**src/rtl/wb_pkg.sv**
```systemverilog
// Shared types and encodings for the writeback stage.
package wb_pkg;

  // Storage widths of a buffered entry (largest supported XLEN / RA_W).
  localparam int unsigned WB_DATA_MAX = 64;
  localparam int unsigned WB_RD_MAX   = 8;

  // Result source select.
  typedef enum logic [1:0] {
    WB_MEM = 2'b00,
    WB_ALU = 2'b01,
    WB_PC4 = 2'b10,
    WB_RSV = 2'b11
  } wbsel_e;

  // Load funct3 codes.
  typedef enum logic [2:0] {
    F3_LB  = 3'b000,
    F3_LH  = 3'b001,
    F3_LW  = 3'b010,
    F3_LD  = 3'b011,
    F3_LBU = 3'b100,
    F3_LHU = 3'b101,
    F3_LWU = 3'b110
  } load_f3_e;

  // One buffered writeback entry; narrower configurations use the low bits.
  typedef struct packed {
    logic [WB_RD_MAX-1:0]   rd;
    logic                   we;
    logic [WB_DATA_MAX-1:0] data;
    logic                   err;
  } wb_entry_t;

endpackage

```
**src/rtl/wb_load_align.sv**
```systemverilog
// Load lane extraction with sign/zero extension (purely combinational).
module wb_load_align
  import wb_pkg::*;
#(
  parameter  int unsigned XLEN  = 32,
  localparam int unsigned ALO_W = $clog2(XLEN / 8)
) (
  input  logic [XLEN-1:0]  mem_i,
  input  logic [2:0]       funct3_i,
  input  logic [ALO_W-1:0] lane_i,
  output logic [XLEN-1:0]  data_c,
  output logic             misalign_c
);

  logic [ALO_W-1:0] lane_h;
  logic [ALO_W-1:0] lane_w;
  logic [XLEN-1:0]  byte_sh;
  logic [XLEN-1:0]  half_sh;
  logic [XLEN-1:0]  word_sh;

  // Align the addressed byte/half/word to bit 0, then extend by funct3.
  always_comb begin
    lane_h     = lane_i & ~ALO_W'(1);
    lane_w     = lane_i & ~ALO_W'(3);
    byte_sh    = mem_i >> {lane_i, 3'b000};
    half_sh    = mem_i >> {lane_h, 3'b000};
    word_sh    = mem_i >> {lane_w, 3'b000};
    data_c     = mem_i;
    misalign_c = 1'b0;
    case (funct3_i)
      F3_LB:  data_c = XLEN'($signed(byte_sh[7:0]));
      F3_LBU: data_c = XLEN'(byte_sh[7:0]);
      F3_LH: begin
        data_c     = XLEN'($signed(half_sh[15:0]));
        misalign_c = lane_i[0];
      end
      F3_LHU: begin
        data_c     = XLEN'(half_sh[15:0]);
        misalign_c = lane_i[0];
      end
      F3_LW:  data_c = XLEN'($signed(word_sh[31:0]));
      // LWU only differs from LW on RV64.
      F3_LWU: data_c = (XLEN == 64) ? XLEN'(word_sh[31:0]) : XLEN'($signed(word_sh[31:0]));
      default: data_c = mem_i;
    endcase
  end

endmodule

```
**src/rtl/wb_stage.sv**
```systemverilog
// Writeback stage: result select, load alignment and a 2-entry skid buffer.
// Optional retire counter port enabled by defining WB_RETIRE_CNT_EN.
module wb_stage
  import wb_pkg::*;
#(
  parameter  int unsigned XLEN  = 32,
  parameter  int unsigned RA_W  = 5,
  localparam int unsigned ALO_W = $clog2(XLEN / 8)
) (
  input  logic             clk,
  input  logic             rst,
  input  logic             flush,
  input  logic             in_valid,
  output logic             in_ready,
  input  logic [1:0]       in_wbsel,
  input  logic [XLEN-1:0]  in_pc,
  input  logic [XLEN-1:0]  in_alu,
  input  logic [XLEN-1:0]  in_mem,
  input  logic [2:0]       in_funct3,
  input  logic [ALO_W-1:0] in_addr_lo,
  input  logic [RA_W-1:0]  in_rd,
  input  logic             in_rf_we,
  output logic             out_valid,
  input  logic             out_ready,
  output logic [RA_W-1:0]  out_rd,
  output logic             out_we,
  output logic [XLEN-1:0]  out_data,
  output logic             out_err
`ifdef WB_RETIRE_CNT_EN
  ,
  output logic [63:0]      retire_cnt
`endif
);

  logic [XLEN-1:0] ld_data_c;
  logic            ld_misalign_c;
  logic [XLEN-1:0] res_c;
  logic            err_c;
  logic            we_c;
  wb_entry_t       in_entry_c;

  wb_entry_t main_q, main_d;
  wb_entry_t skid_q, skid_d;
  logic      main_v_q, main_v_d;
  logic      skid_v_q, skid_v_d;
  logic      in_ready_q, in_ready_d;
  logic      push_c;
  logic      pop_c;

  wb_load_align #(.XLEN(XLEN)) u_align (
    .mem_i      (in_mem),
    .funct3_i   (in_funct3),
    .lane_i     (in_addr_lo),
    .data_c     (ld_data_c),
    .misalign_c (ld_misalign_c)
  );

  // Result select and write-enable qualification for the incoming entry.
  always_comb begin
    res_c = '0;
    err_c = 1'b0;
    case (in_wbsel)
      WB_MEM: begin
        res_c = ld_data_c;
        err_c = ld_misalign_c;
      end
      WB_ALU: res_c = in_alu;
      WB_PC4: res_c = in_pc + XLEN'(4);
      default: begin
        res_c = '0;
        err_c = 1'b1;
      end
    endcase
    we_c            = in_rf_we && (in_rd != '0) && (in_wbsel != WB_RSV);
    in_entry_c.rd   = WB_RD_MAX'(in_rd);
    in_entry_c.we   = we_c;
    in_entry_c.data = WB_DATA_MAX'(res_c);
    in_entry_c.err  = err_c;
  end

  // Skid buffer next state: main feeds the outputs, skid catches one stalled push.
  always_comb begin
    main_d   = main_q;
    skid_d   = skid_q;
    main_v_d = main_v_q;
    skid_v_d = skid_v_q;
    push_c   = in_valid && in_ready_q;
    pop_c    = main_v_q && out_ready;
    if (flush) begin
      main_v_d = 1'b0;
      skid_v_d = 1'b0;
    end else if (!main_v_q || pop_c) begin
      if (skid_v_q) begin
        main_d   = skid_q;
        main_v_d = 1'b1;
        skid_v_d = 1'b0;
      end else if (push_c) begin
        main_d   = in_entry_c;
        main_v_d = 1'b1;
      end else begin
        main_v_d = 1'b0;
      end
    end else if (push_c) begin
      skid_d   = in_entry_c;
      skid_v_d = 1'b1;
    end
    // Keep the write enable low whenever main holds nothing.
    if (!main_v_d) begin
      main_d.we = 1'b0;
    end
    in_ready_d = !skid_v_d;
  end

  // Buffer state registers with synchronous active-low reset.
  always_ff @(posedge clk) begin
    if (!rst) begin
      main_q     <= '0;
      skid_q     <= '0;
      main_v_q   <= 1'b0;
      skid_v_q   <= 1'b0;
      in_ready_q <= 1'b1;
    end else begin
      main_q     <= main_d;
      skid_q     <= skid_d;
      main_v_q   <= main_v_d;
      skid_v_q   <= skid_v_d;
      in_ready_q <= in_ready_d;
    end
  end

  assign in_ready  = in_ready_q;
  assign out_valid = main_v_q;
  assign out_rd    = RA_W'(main_q.rd);
  assign out_we    = main_q.we;
  assign out_data  = XLEN'(main_q.data);
  assign out_err   = main_q.err;

`ifdef WB_RETIRE_CNT_EN
  logic [63:0] retire_cnt_q, retire_cnt_d;

  // Saturating count of delivered entries; only reset clears it.
  always_comb begin
    retire_cnt_d = retire_cnt_q;
    if (pop_c && (retire_cnt_q != '1)) begin
      retire_cnt_d = retire_cnt_q + 64'd1;
    end
  end

  // Retire counter register.
  always_ff @(posedge clk) begin
    if (!rst) begin
      retire_cnt_q <= '0;
    end else begin
      retire_cnt_q <= retire_cnt_d;
    end
  end

  assign retire_cnt = retire_cnt_q;
`endif

endmodule

```
**config.mk**
```make
export PLATFORM = sky130hd
export DESIGN_NAME = wb_stage
export DESIGN_NICKNAME = d
export VERILOG_FILES = /design/src/rtl/wb_pkg.sv /design/src/rtl/wb_load_align.sv /design/src/rtl/wb_stage.sv
export SDC_FILE = /design/constraint.sdc
export NUM_CORES = 1
export LEC_CHECK = 0
export CORE_MARGIN = 5
export CORE_UTILIZATION = 40
export DETAILED_ROUTE_END_ITERATION = 16
export HOLD_SLACK_MARGIN = 0.1
export PLACE_DENSITY = 0.75
export SETUP_SLACK_MARGIN = 0.02
export SLEW_MARGIN = 0
export SYNTH_ARGS = -nofsm -noshare
export SYNTH_HDL_FRONTEND = slang
export SYNTH_SLANG_ARGS = --single-unit
export TNS_END_PERCENT = 100
```
**constraint.sdc**
```tcl
create_clock -name clk -period 2 [get_ports clk]
set_input_delay 0.4 -clock clk [delete_from_list [all_inputs] [get_ports clk]]
set_output_delay 0.4 -clock clk [all_outputs]
set_load 0.005 [all_outputs]
```
; Word-level counts from Yosys, hierarchy flattened
; Index checks and enable logic that the tools add are counted.
[word_totals]
regBits = 81
latch_bits = 0
mem_bits_rw = 0
mem_bits_ro = 0
inputBits = 114
out_inout_bits = 41
elab_cells = 51
n_memories = 0
[classes]
add_sub_neg = 1
n_mul = 0
n_div = 0
magnitude_cmp = 0
eq_ne = 6
n_shift = 2
muxes = 13
bitwise_logic = 2
reduce_logical = 16
[ops]
columns = cell, count
row1 = 2-to-1 mux 71 bit, 2
row2 = one-hot mux 32 bit (4 select lines), 1
row3 = one-hot mux 32 bit (3 select lines), 1
row4 = adder 32 x 3 -> 32 bit (second input constant), 1
row5 = >> shifter 32 x 5 -> 16 bit, 1
row6 = >> shifter 32 x 5 -> 8 bit, 1
row7 = 2-to-1 mux 1 bit, 8
row8 = equality test 3 bit (second input constant), 2
row9 = AND reduction 3 bit, 2
row10 = nonzero test 5 bit, 1
row11 = logical AND 1 bit, 4
row12 = OR reduction 2 bit, 2
row13 = equality test 3 x 1 -> 1 bit (second input constant), 1
row14 = zero test 3 bit, 1
row15 = equality test 2 x 1 -> 1 bit (second input constant), 1
row16 = equality test 2 bit (second input constant), 1
row17 = zero test 1 bit, 2
row18 = zero test 2 bit, 1
row19 = != test 2 bit (second input constant), 1
row20 = inverter 1 bit, 2
row21 = one-hot mux 1 bit (2 select lines), 1
row22 = AND reduction 2 bit, 1
row23 = nonzero test 2 bit, 1
row24 = logical OR 1 bit, 1

; Depth between registers and ports, before layout
; Gate-level depths: netlist of run 1.
[logic_depth]
word_depth = 6
depth_mapped = 10
ltp_nobuf = 7

; Cells and area by module
; From an unflattened synthesis of run 1, not the netlist that was laid out.
[unflattened]
cells_unflattened = 692
area_unflattened_um2 = 5343.9
[by_module_without_submodules]
columns = module, instances, cells_per_inst, area_per_inst_um2, seq_area_each_um2
row1 = wb_stage, 1, 571, 4494.3, 1621.6
row2 = wb_load_align, 1, 121, 849.6, 0.0

; Worst setup path after synthesis of run 1
; OpenSTA, ideal clock, no wires.
[synth_path]
path_type = input to register
start = input port in_wbsel[0]
end = register main_q (netlist bit out_data[22])
setup_ps = 91
arrival_ps = 1997
t_required_ps = 1909
setup_slack_ps = -88
stages = 9
path_buffers = 3
cell_sequence = inv_1 > ha_1 > clkbuf_1 > and2_1 > clkbuf_1 > clkbuf_1 > a22oi_1 > nor2b_1 > a311oi_1
[synth_via]
elab_chain_len = 4
elab_cells_between_ends = 6
cone_classes = eq/ne: 2 / mux: 3 / reduce/logical: 1
[synth_lines]
columns = element, line_no
row1 = "start, declared", wb_stage.sv:15  ; input logic [1:0] in_wbsel,
row2 = equality test 2 bit (tied with other cells), wb_stage.sv:62  ; case (in_wbsel)
row3 = one-hot mux 32 bit (3 select lines) *, wb_stage.sv:62
row4 = 2-to-1 mux 71 bit *, wb_stage.sv:97  ; end else if (push_c) begin
row5 = 2-to-1 mux 71 bit *, wb_stage.sv:93  ; if (skid_v_q) begin
row6 = "end signal, assigned", wb_stage.sv:123  ; main_q <= main_d;
row7 = "end, declared", wb_stage.sv:42  ; wb_entry_t main_q, main_d;
; Every way passes the cells marked *; elsewhere a longest branch is shown, timed or not. The select of a mux whose other input is x is not followed.
; A chain may end at the register's enable or synchronous reset.

; Worst setup path after layout of run 1
[layout_path]
start = input port in_pc[3]
end = register main_q (netlist bit out_data[22])
[layout_via]
elab_chain_len = 4
[layout_lines]
columns = element, line_no
row1 = "start, declared", wb_stage.sv:16  ; input logic [XLEN-1:0] in_pc,
row2 = adder 32 x 3 -> 32 bit, wb_stage.sv:68  ; WB_PC4: res_c = in_pc + XLEN'(4);
row3 = one-hot mux 32 bit (3 select lines), wb_stage.sv:62
row4 = 2-to-1 mux 71 bit, wb_stage.sv:97
row5 = 2-to-1 mux 71 bit, wb_stage.sv:93
; Every way passes these cells. The select of a mux whose other input is x is not followed.

==> results of run 1 <==
power breakdown:
group          switching (W)  internal (W)
clock network       0.000660      0.000971
logic               0.000626      0.000721
registers          0.0000372       0.00167
flip-flops by register name, indices dropped and copies added, names as in the netlist:
register   cells
out_valid      1
out_we         1
out_rd         5
out_data      32
out_err        1
in_ready       1
skid_v_q       1
skid_q        39
critical path, stage by stage:
cell and delay (ps):
buf_2 150, ha_4 150, nand4_1 200, or4_4 640, nor4_4 330, nor2_2 70
a311oi_1 270
area by class of cell:
class | instances | area (um^2)
Fill cell | 1078 | 4200
Multi-Input combinational cell | 532 | 3800
Timing Repair Buffer | 328 | 2950
Sequential cell | 81 | 1620
Clock buffer | 10 | 229
Tap cell | 176 | 220
Clock inverter | 6 | 67.6
Inverter | 11 | 55.1
through the flow:
| stage | hold slack (ps) | area (um^2) | cells | setup TNS [ps] | setup WS [ps] |
|---|---|---|---|---|---|
| 2_1_floorplan | 417 | 5340 | 675 | 0 | 22.2 |
| 3_3_place_gp | 429 | 8150 | 1118 | -36500 | -751 |
| 3_5_place_dp | 437 | 8150 | 1118 | -39200 | -794 |
| 4_1_cts | 451 | 8760 | 1142 | 0 | 6.68 |
| 5_1_grt | 474 | 8940 | 1144 | 0 | 0.876 |
| 6_report | 451 | 8940 | 1144 | 0 | 14.6 |
how the worst max path moves through the flow:
stage | from | end | slack [ps] | depth (start not counted)
after floorplan | in_pc[6] | out_data[25]$_SDFFE_PN0P_ | 20 | 6
after global placement | in_addr_lo[0] | skid_q[8]$_SDFFE_PN0P_ | -750 | 7
after detailed placement | in_addr_lo[0] | out_data[10]$_SDFFE_PN0P_ | -790 | 7
after CTS | in_mem[23] | skid_q[8]$_SDFFE_PN0P_ | 7 | 7
after global routing | in_pc[21] | out_data[24]$_SDFFE_PN0P_ | 0.9 | 8
final | in_pc[3] | out_data[22]$_SDFFE_PN0P_ | 10 | 7
routing by layer:
metal,wire length [um],vias to the layer above,part of all wire [%]
met4,651,0,2.9
met5,0,-,0
met1,9390,3234,41
met3,1810,39,8.0
li1,-,3150,-
met2,10900,361,48
placed cells by master, fill, tap and decap left out, types with 5 or more instances in the layout:
master             n
a211oi_1           6
a21o_1            16
a21oi_1           39
a22oi_1           22
buf_12             8
buf_4            156
buf_6              9
clkbuf_16          9
clkdlybuf4s50_1  126
dfxtp_1           81
dlygate4sd2_1     12
inv_1              6
mux2_2             6
mux2i_1           14
nand2_1           67
nand2b_1          11
nand3_1           28
nand4_1           15
nor2_1            20
nor2b_1            9
nor3_1            17
nor3_2             7
nor4_4             6
o211a_1            7
o211ai_1          10
o21ai_0           76
o21ai_1           12
o221ai_1           5
o31ai_1            5
o31ai_2            7
or3_1             18
xnor2_1            5
kinds of logic (layout without fill, tap and decap cells):
family                   count (synthesis)  after routing  synth area share, %
XOR/XNOR                                 9              9                 1.48
multiplexers                            21             21                 4.33
adder cells (fa/ha/maj)                  5              5                 1.18
buffers and inverters                   62            355                 6.22
AO/OA/AOI/OAI                          245            245                 30.0
flip-flops                              81             81                 30.5
AND/OR/NAND/NOR                        252            252                 26.3
repair_timing:
action	in CTS	in global routing
pin swaps	13	18
setup endpoints to repair	65	46
resized for setup	98	52
buffers inserted	8	2
endpoints found under the hold margin	0	0
==> flow_summary.ini, run 1 <==
[outcome]
status = complete, no violations

[floorplanning]
die_h_um = 125
core_um2 = 13100
fp.dieArea_um2 = 15700
pin_count = 155
die_w_um = 125
floorplan.rows = 42
start_util_pct = 40.4

[power]
powerDensity_nw_per_um2 = 525
vdd_ir_drop_max_mv = 0.357
power_w = 0.00469
power_leakage_nw = 3.48

[cells_and_area]
nNetsFinal = 1082
num_antenna_cells = 0
final_core_util_pct = 68.0
drive_gt1_share_pct = 29.9
area_delta_synth_final_pct = 68.2

[synthesis]
syn_area_um2 = 5310
synth_common_cells = o21ai_0 (83), dfxtp_1 (81), nand2_1 (68)
ys_types = 66
syn_inst = 675
yosys_warnings = 0
yosysTopAreaCell = dfxtp_1
yosys-top-cells-area = dfxtp_1 (31%), o21ai_0 (7.8%), nand2_1 (4.8%), a21oi_1 (4.0%), a22oi_1 (3.4%)
yosys_register_bits = 81
synth_edf_count = 0
synth_seq_area_share_pct = 30.5
synth_nets = 794
ys.flop_type = dfxtp_1
synth_top_area_share_pct = 30.5
async_flop_share_pct = 0
synth_most_common_cell = o21ai_0
syn_area_per_cell_um2 = 7.87

[route]
first_pass_iters = 6
drt_iter0_markers = 715
avgViaCountPerCell = 5.93
drc = 0
antenna_left = 0
wl_per_cell_um = 19.9
vias = 6784
finalWirelength_mm = 22.7

[setup_path]
start_kind = primary input
required_ps = 2240
crit_path_end_kind = flip-flop
r2r_setup_slack_ps = 110
worst_r2r_path_depth = 5
crit_fanout = 4
arrival_ps = 2220
r2r-end = out_data[25]$_SDFFE_PN0P_
r2r_start = skid_v_q$_SDFF_PN0_
critical_path_class = in2reg

[timing]
setup_viol = 0
clock_skew_ps = 8.39
relSlewSlack_pct = 67.2
slew_violations = 0
worstMarginPinSlew_ps = 492
rsz0062_at_grt = true
timing.final.crit_share_pct = 99.3
hold_violations = 0
max_freq_ghz = 0.504
period_needed_ps = 1990

[min_path]
hold-path-cell-count = 2
hold_path_class = reg2reg
min_from = skid_q[32]$_SDFFE_PN0P_
whs_endpoint = skid_q[32]$_SDFFE_PN0P_

[placed_design]
port_buffers = 154
dp_hpwl_mm = 17.8
gp_congestion = 0.967

[clock_tree]
ctsHoldBuffers = 0
path_clk_slew_ps = 60
insertion_delay_ps = 340
htreeDepth = 3
cts_tree = done
cts.path.max_buffers = 2
cts.sinks = 81
cts_buffers = 9
clockRootBuffer = clkbuf_16

[grt]
antenna_found_initial = 0
grtUsageMet3_pct = 5.46
grt_max_degree = 43
grt_use_met1_pct = 35.3
grt_pass1_wl_mm = 34.9
grt_use_total_pct = 27.4
gr-total-overflow = 0
busiest_layer = met2
met2_usage_pct = 46.0
grt_pass1_vias = 6617

[job]
cap_violations = 0
(Power assumes the default switching activity.)
==> run 2, diff against run 1 <==
REMOVE_ABC_BUFFERS = 1   (was not set)
==> flow_summary.ini, run 2 (same netlist as run 1, synthesis figures left out) <==
[outcome]
status = complete, no violations

[clock_tree]
cts.sinks = 81
ctsHoldBuffers = 0
clockRootBuffer = clkbuf_16
cts.path.max_buffers = 2
htreeDepth = 3
cts_tree = done
insertion_delay_ps = 350
cts_buffers = 9
path_clk_slew_ps = 70

[route]
finalWirelength_mm = 23.4
vias = 6951
first_pass_iters = 6
drt_iter0_markers = 852
drc = 0
wl_per_cell_um = 20.5
antenna_left = 0
avgViaCountPerCell = 6.09

[grt]
antenna_found_initial = 0
grt_use_total_pct = 28.8
grt_max_degree = 31
gr-total-overflow = 0
grt_pass1_vias = 6981
grt_pass1_wl_mm = 36.5

[floorplanning]
die_h_um = 125
core_um2 = 13100
floorplan.rows = 42
pin_count = 155
fp.dieArea_um2 = 15700
start_util_pct = 40.4
die_w_um = 125

[setup_path]
r2r_setup_slack_ps = 280
r2r-end = out_data[26]$_SDFFE_PN0P_
critPathSlowestCell = clkdlybuf4s50_1
arrival_ps = 2160
critical_path_class = in2reg
start_kind = primary input
cp-startpoint = in_pc[17]
crit_path_max_incr_delay_ps = 490
required_ps = 2230
crit_path_end_kind = flip-flop
path_cells = clkdlybuf4s50_1 > and4_4 > buf_4 > nand2_2 > buf_4 > o211a_4 > o31ai_4 > a21oi_1
crit_top_cell = buf_4
worst_r2r_path_depth = 6
crit_fanout = 4
r2r_start = out_valid$_SDFF_PN0_

[placed_design]
gp_congestion = 1.01
dp_hpwl_mm = 17.7
dp_slack_ps = -806
port_buffers = 154
place_area_um2 = 8140

[cells_and_area]
largest_reg_flops = 39
nNetsFinal = 1079
drive_gt1_share_pct = 29.4
area_delta_synth_final_pct = 66.9
final_core_util_pct = 67.5
final_area_um2 = 8870
fillers = 1084
num_antenna_cells = 0
final_cell_mix = buf_4 (158), clkdlybuf4s50_1 (133), dfxtp_1 (81), o21ai_0 (74), nand2_1 (67)
layout_commonest_cell = buf_4
regMostFlops = skid_q

[timing]
hold_violations = 0
relSlewSlack_pct = 64.0
setup_tns_ps = 0
setup_slack_ps = 71.7
slew_violations = 0
timing.final.crit_share_pct = 96.4
period_needed_ps = 1930
setup_viol = 0
max_freq_ghz = 0.519
clock_skew_ps = 6.74
holdWs_ps = 447
worstMarginPinSlew_ps = 540
rsz0062_at_grt = false

[power]
vdd_ir_drop_max_mv = 0.349
powerDensity_nw_per_um2 = 537
power_leakage_nw = 3.44

[min_path]
min_from = skid_q[8]$_SDFFE_PN0P_
hold_path_class = reg2reg
hold-path-cell-count = 1
whs_endpoint = skid_q[8]$_SDFFE_PN0P_

[job]
cap_violations = 0
==> run 2: critical path, delay by kind of cell <==
family	cells	cell delay, ps
buf+inv	3	800
simple gates	2	370
compound gates	3	590
==> run 2: worst max-delay path by stage <==
stage,endpoint,slack [ps]
after floorplan,out_data[12]$_SDFFE_PN0P_,-1380
after global placement,out_data[24]$_SDFFE_PN0P_,-740
after detailed placement,out_data[22]$_SDFFE_PN0P_,-810
after CTS,out_data[24]$_SDFFE_PN0P_,10
after global routing,skid_q[21]$_SDFFE_PN0P_,6
final,out_data[19]$_SDFFE_PN0P_,70
==> run 2: layer usage <==
layer | up-vias | track usage (%) | routed length (um)
met5 | - | 0 | 0
met4 | 0 | 12.8 | 901
met3 | 75 | 4.69 | 1940
met2 | 403 | 47.8 | 11100
met1 | 3322 | 37.0 | 9420
li1 | 3151 | - | -
==> run 2: cell type report <==
| cell class | count | area [um^2] | area share [%] |
|---|---|---|---|
| tap | 176 | 220 | 2.48 |
| clock buffer | 9 | 225 | 2.54 |
| timing repair buffer | 325 | 2880 | 32.4 |
| inverter | 11 | 55.1 | 0.621 |
| sequential | 81 | 1620 | 18.3 |
| multi-input combinational | 532 | 3790 | 42.8 |
| clock inverter | 7 | 77.6 | 0.875 |
==> run 2: metrics by stage <==
stage	power, W	cells
6_report	0.00476	1141
4_1_cts	0.00471	1141
3_5_place_dp	0.00294	1121
2_1_floorplan	0.00213	624
3_3_place_gp	0.00292	1121
5_1_grt	0.00494	1141
==> run 2: power by group <==
part	switching (W)	internal (W)
logic	0.000611	0.000699
registers	0.0000357	0.00167
clock network	0.000761	0.000984
==> run 2: repair_timing <==
item | in CTS | in global routing
setup endpoints to repair | 63 | 48
pin swaps | 17 | 14
setup buffers | 3 | 0
gates resized for setup | 91 | 52
gates cloned | 1 | 0
endpoints found under the hold margin | 0 | 0
